$ cat src/rtl/seq_alu.sv
// Registered ALU with valid/ready handshakes on both sides and an iterative
// shift-add multiplier that takes WIDTH cycles per product.
package seq_alu_pkg;
  typedef enum logic [2:0] {
    OP_AND  = 3'b000,
    OP_OR   = 3'b001,
    OP_ADD  = 3'b010,
    OP_SUB  = 3'b011,
    OP_NAND = 3'b100,
    OP_NOR  = 3'b101,
    OP_SLT  = 3'b110,
    OP_MUL  = 3'b111
  } op_e;
endpackage

module seq_alu
  import seq_alu_pkg::*;
#(
  parameter int WIDTH = 6
) (
  input  logic             clk,
  input  logic             rst_n,
  input  logic             in_valid,
  output logic             in_ready,
  input  logic [2:0]       op,
  input  logic [WIDTH-1:0] a,
  input  logic [WIDTH-1:0] b,
  output logic             out_valid,
  input  logic             out_ready,
  output logic [WIDTH-1:0] result,
  output logic             zero,
  output logic             carry,
  output logic             overflow
);

  localparam int CW = $clog2(WIDTH + 1);

  typedef enum logic [1:0] {
    IDLE,
    MUL,
    DONE
  } state_e;

  state_e             state;
  state_e             state_next;
  op_e                op_in;
  logic               accept;
  logic               mul_last;

  logic [WIDTH:0]     add_ext;
  logic [WIDTH:0]     sub_ext;
  logic [WIDTH-1:0]   alu_res;
  logic               alu_carry;
  logic               alu_ovf;

  logic [2*WIDTH-1:0] acc;
  logic [2*WIDTH-1:0] acc_next;
  logic [2*WIDTH-1:0] mcand;
  logic [WIDTH-1:0]   mplier;
  logic [CW-1:0]      count;

  assign op_in     = op_e'(op);
  assign in_ready  = (state == IDLE);
  assign out_valid = (state == DONE);
  assign accept    = in_valid && in_ready;
  assign mul_last  = (state == MUL) && (count == CW'(1));

  // NOTE: sequential state uses non-blocking (<=) so every register samples
  // the pre-edge values; blocking here would create order-dependent races.
  always_ff @(posedge clk or negedge rst_n) begin
    if (!rst_n) state <= IDLE;
    else        state <= state_next;
  end

  // NOTE: every always_comb output gets a default first, so no path through
  // the case statements can leave a value unassigned and infer a latch.
  always_comb begin
    state_next = state;
    unique case (state)
      IDLE: if (in_valid)  state_next = (op_in == OP_MUL) ? MUL : DONE;
      MUL:  if (mul_last)  state_next = DONE;
      DONE: if (out_ready) state_next = IDLE;
      default:             state_next = IDLE;
    endcase
  end

  // Single-cycle datapath, evaluated on the live inputs at the accept edge.
  always_comb begin
    add_ext   = {1'b0, a} + {1'b0, b};
    sub_ext   = {1'b0, a} - {1'b0, b};
    alu_res   = '0;
    alu_carry = 1'b0;
    alu_ovf   = 1'b0;
    unique case (op_in)
      OP_AND:  alu_res = a & b;
      OP_OR:   alu_res = a | b;
      OP_NAND: alu_res = ~(a & b);
      OP_NOR:  alu_res = ~(a | b);
      OP_ADD: begin
        alu_res   = add_ext[WIDTH-1:0];
        alu_carry = add_ext[WIDTH];
        alu_ovf   = (a[WIDTH-1] == b[WIDTH-1]) && (alu_res[WIDTH-1] != a[WIDTH-1]);
      end
      OP_SUB: begin
        alu_res   = sub_ext[WIDTH-1:0];
        alu_carry = sub_ext[WIDTH];
        alu_ovf   = (a[WIDTH-1] != b[WIDTH-1]) && (alu_res[WIDTH-1] != a[WIDTH-1]);
      end
      OP_SLT:  alu_res = {{(WIDTH-1){1'b0}}, ($signed(a) < $signed(b))};
      default: alu_res = '0;
    endcase
  end

  // One shift-add step; the full 2*WIDTH sum keeps the high half for carry.
  assign acc_next = mplier[0] ? (acc + mcand) : acc;

  // NOTE: the multiplier working registers are reset along with the outputs
  // so a reset mid-multiply leaves no stale partial product behind.
  always_ff @(posedge clk or negedge rst_n) begin
    if (!rst_n) begin
      result   <= '0;
      zero     <= 1'b0;
      carry    <= 1'b0;
      overflow <= 1'b0;
      acc      <= '0;
      mcand    <= '0;
      mplier   <= '0;
      count    <= '0;
    end else begin
      if (accept) begin
        if (op_in == OP_MUL) begin
          acc    <= '0;
          mcand  <= {{WIDTH{1'b0}}, a};
          mplier <= b;
          count  <= CW'(WIDTH);
        end else begin
          result   <= alu_res;
          zero     <= (alu_res == '0);
          carry    <= alu_carry;
          overflow <= alu_ovf;
        end
      end
      if (state == MUL) begin
        acc    <= acc_next;
        mcand  <= mcand << 1;
        mplier <= mplier >> 1;
        count  <= count - CW'(1);
        if (mul_last) begin
          result   <= acc_next[WIDTH-1:0];
          zero     <= (acc_next[WIDTH-1:0] == '0);
          carry    <= |acc_next[2*WIDTH-1:WIDTH];
          overflow <= 1'b0;
        end
      end
    end
  end

endmodule
$ cat config.mk
export PLATFORM = sky130hd
export DESIGN_NAME = seq_alu
export DESIGN_NICKNAME = d
export VERILOG_FILES = /design/src/rtl/seq_alu.sv
export SDC_FILE = /design/constraint.sdc
export NUM_CORES = 1
export LEC_CHECK = 0
export ABC_CLOCK_PERIOD_IN_PS = 3000
export BUFFER_PORTS_ARGS = -buffer_cell sky130_fd_sc_hd__buf_2
export CORE_UTILIZATION = 55
export CTS_BUF_LIST = sky130_fd_sc_hd__clkbuf_4 sky130_fd_sc_hd__clkbuf_8
export CTS_CLUSTER_SIZE = 24
export DETAILED_ROUTE_END_ITERATION = 10
export PLACE_DENSITY = 0.78
export RECOVER_POWER = 25
export SKIP_CTS_REPAIR_TIMING = 1
export SLEW_MARGIN = 20
export SYNTH_ARGS = -nofsm -noshare
export SYNTH_HDL_FRONTEND = slang
export SYNTH_SLANG_ARGS = --single-unit
$ cat constraint.sdc
create_clock -name clk -period 3 [get_ports clk]
set_input_delay 0.3 -clock clk [delete_from_list [all_inputs] [get_ports clk]]
set_output_delay 0.3 -clock clk [all_outputs]
set_load 0.02 [all_outputs]
==> flow_summary.json <==
{
  "min_period_ns": 2.556,
  "synth_top_cells_by_area": "dfrtp_1 (32%), ha_1 (11%), o21ai_0 (7.2%), nand2_1 (6.3%), mux2i_1 (4.6%)",
  "synth.net_count": 467,
  "nFillCells": 523,
  "htree_num_levels": 2,
  "start_kind": "flop",
  "yosys.cell_count.top_type": "nand2_1",
  "worstPathRequired_ns": 3.18,
  "grt_pass1_vias": 2795,
  "finalPower_mw": 3.116,
  "dp_hpwl_um": 5957,
  "rsz0062_at_grt": "false",
  "avgRoutedWirePerCell_um": 16.17,
  "worstHoldPathType": "in -> reg",
  "clk_latency_ns": 0.30,
  "clockBufferDepth": 2,
  "stdcell_area_um2": 3767,
  "grt_overflow": 0,
  "fin_crit_sh_pct": 85.19,
  "track_usage_pct": 25.47,
  "arrival_ns": 2.74,
  "drive_above_1_share_pct": 12.06,
  "synth.largest_area_cell": "dfrtp_1",
  "synth.avg_cell_area_um2": 8.411,
  "drt_iter0_markers": 253,
  "vias_per_cell": 6.109,
  "ir_worst_vdd_mv": 0.4663,
  "grt_max_degree": 45,
  "fin_nets": 483,
  "cts_buffers": 5,
  "synth.distinct_cells": 54,
  "syn_to_final_growth_pct": 8.192,
  "core_um2": 6026,
  "remaining_drc_errors": 0,
  "setup_viol": 0,
  "postLayoutSetupSlackWorst_ns": 0.4442,
  "drv_cap": 1,
  "synth_ff_type": "dfrtp_1",
  "antenna_left": 0,
  "status": "complete, but fails checks",
  "hold_viol_final": 0,
  "syn_area_um2": 3482,
  "hp-start": "a[0]",
  "dp.cells": 498,
  "design.die.area_um2": 6654,
  "worst_slew_pin_slew_ns": 2.364,
  "io_pins": 30,
  "antenna_found_initial": 0,
  "grt_pass1_wl_um": 13070,
  "gp_congestion": 1.003,
  "crit_type": "reg -> reg",
  "die_h_um": 81.57,
  "ys_warn_count": 0,
  "routed_wl_um": 8183,
  "path_max_fanout": 4,
  "fin_setup_tns_ns": 0,
  "first_pass_iters": 5,
  "clk_pin_slew_ns": 0.09,
  "startpoint": "acc[0]",
  "violations": "max-capacitance violations, max-slew violations",
  "fmax_ghz": 0.3913,
  "cts-root-buf": "clkbuf_8",
  "yosys-top-cells-count": "nand2_1 (58), o21ai_0 (50), dfrtp_1 (44)",
  "antenna-diode-count": 0,
  "synth-seq-cells": 44,
  "synth_edf_count": 0,
  "p_leak_nw": 1.670,
  "ys_seq_area_share_pct": 31.62,
  "finalClockSkew_ns": 0.008028,
  "yosysTopAreaCellShare_pct": 31.62,
  "die_x_um": 81.57,
  "fin_util_pct": 62.52,
  "async_reset_ff_share_pct": 100.0,
  "start_util_pct": 57.79,
  "drv_slew": 45,
  "netlist_instances": 414,
  "regToRegStartpoint": "acc[0]",
  "placed_area_um2": 3654,
  "dp_slack_ns": 0.5097,
  "hold_slack_ns": 0.2879,
  "relSlewSlack_pct": -57.59,
  "vias": 3091,
  "cts_tree": "built",
  "cp-end-kind": "flop",
  "numPortBuffers": 29,
  "num_rows": 28,
  "power_density_nw_per_um2": 827.2,
  "stdcell_count": 506,
  "cts_sinks": 44
}
per-layer routing:
| layer | GRT usage [%] | share of wire, % | wire length (µm) | vias to the layer above |
|---|---|---|---|---|
| li1 | - | - | - | 1489 |
| met1 | 36.29 | 46 | 3797 | 1460 |
| met2 | 41.58 | 47 | 3814 | 136 |
| met3 | 3.778 | 6.5 | 528 | 6 |
| met4 | 4.035 | 0.51 | 42 | 0 |
| met5 | 0 | 0 | 0 | - |
area by class of cell:
type | instances | area (µm²) | area share, %
Timing Repair Buffer | 31 | 171.4 | 4.550
Tap cell | 75 | 93.84 | 2.491
Clock inverter | 3 | 46.29 | 1.229
Inverter | 26 | 97.59 | 2.591
Clock buffer | 5 | 68.82 | 1.827
Multi-Input combinational cell | 322 | 2188 | 58.09
Sequential cell | 44 | 1101 | 29.23
flip-flops by register name, summed over array words and instances, names as in the netlist:
name and cells:
acc 12, carry 1, count 3, mcand 12
mplier 6, overflow 1, result 6, state 2
zero 1
logic make-up (layout without fill, tap and decap cells):
logic type               after synthesis  in the layout  synth area share [%]
adder cells (fa/ha/maj)               34             34                 12.86
multiplexers                          17             17                 5.246
buffers and inverters                 48             65                 5.677
XOR/XNOR                              18             18                 4.527
AND/OR/NAND/NOR                      125            125                 16.78
flip-flops                            44             44                 31.62
AO/OA/AOI/OAI                        128            128                 23.28
critical path, cell delays in order (launching register included):
cell and delay [ns]:
dfrtp_1 0.40, ha_1 0.23, fa_1 0.40, a21oi_1 0.27, o21ai_1 0.13, a221oi_2 0.28
xor2_1 0.22, o2111ai_1 0.16, a22oi_1 0.24, a31oi_1 0.11
final timing paths:
path	slack, ns	cells after the start	endpoint
max	0.44	9	carry
min	0.29	3	mcand[0]
max reg2reg	0.44	9	carry
min reg2reg	0.48	2	mplier[3]
max in group asynchronous	0.95	1	acc[0]
min in group asynchronous	0.70	1	state[1]
where the power goes:
part | internal (mW) | switching [mW]
clock | 0.251 | 0.224
sequential | 0.847 | 0.232
combinational | 0.635 | 0.927
cell usage in the layout (no fill, tap or decap), drive strengths merged, types with 8 or more instances in the layout:
master / netlist / routed
o22ai: 11 / 11
a21oi: 17 / 17
nand3: 9 / 9
inv: 26 / 27
o211ai: 8 / 8
buf: 11 / 30
xnor2: 11 / 11
o21ai: 51 / 51
ha: 31 / 31
nor2b: 9 / 9
dfrtp: 44 / 44
mux2i: 16 / 16
nor2: 19 / 19
nand2: 59 / 59
Power figures use the tool's default switching activity.
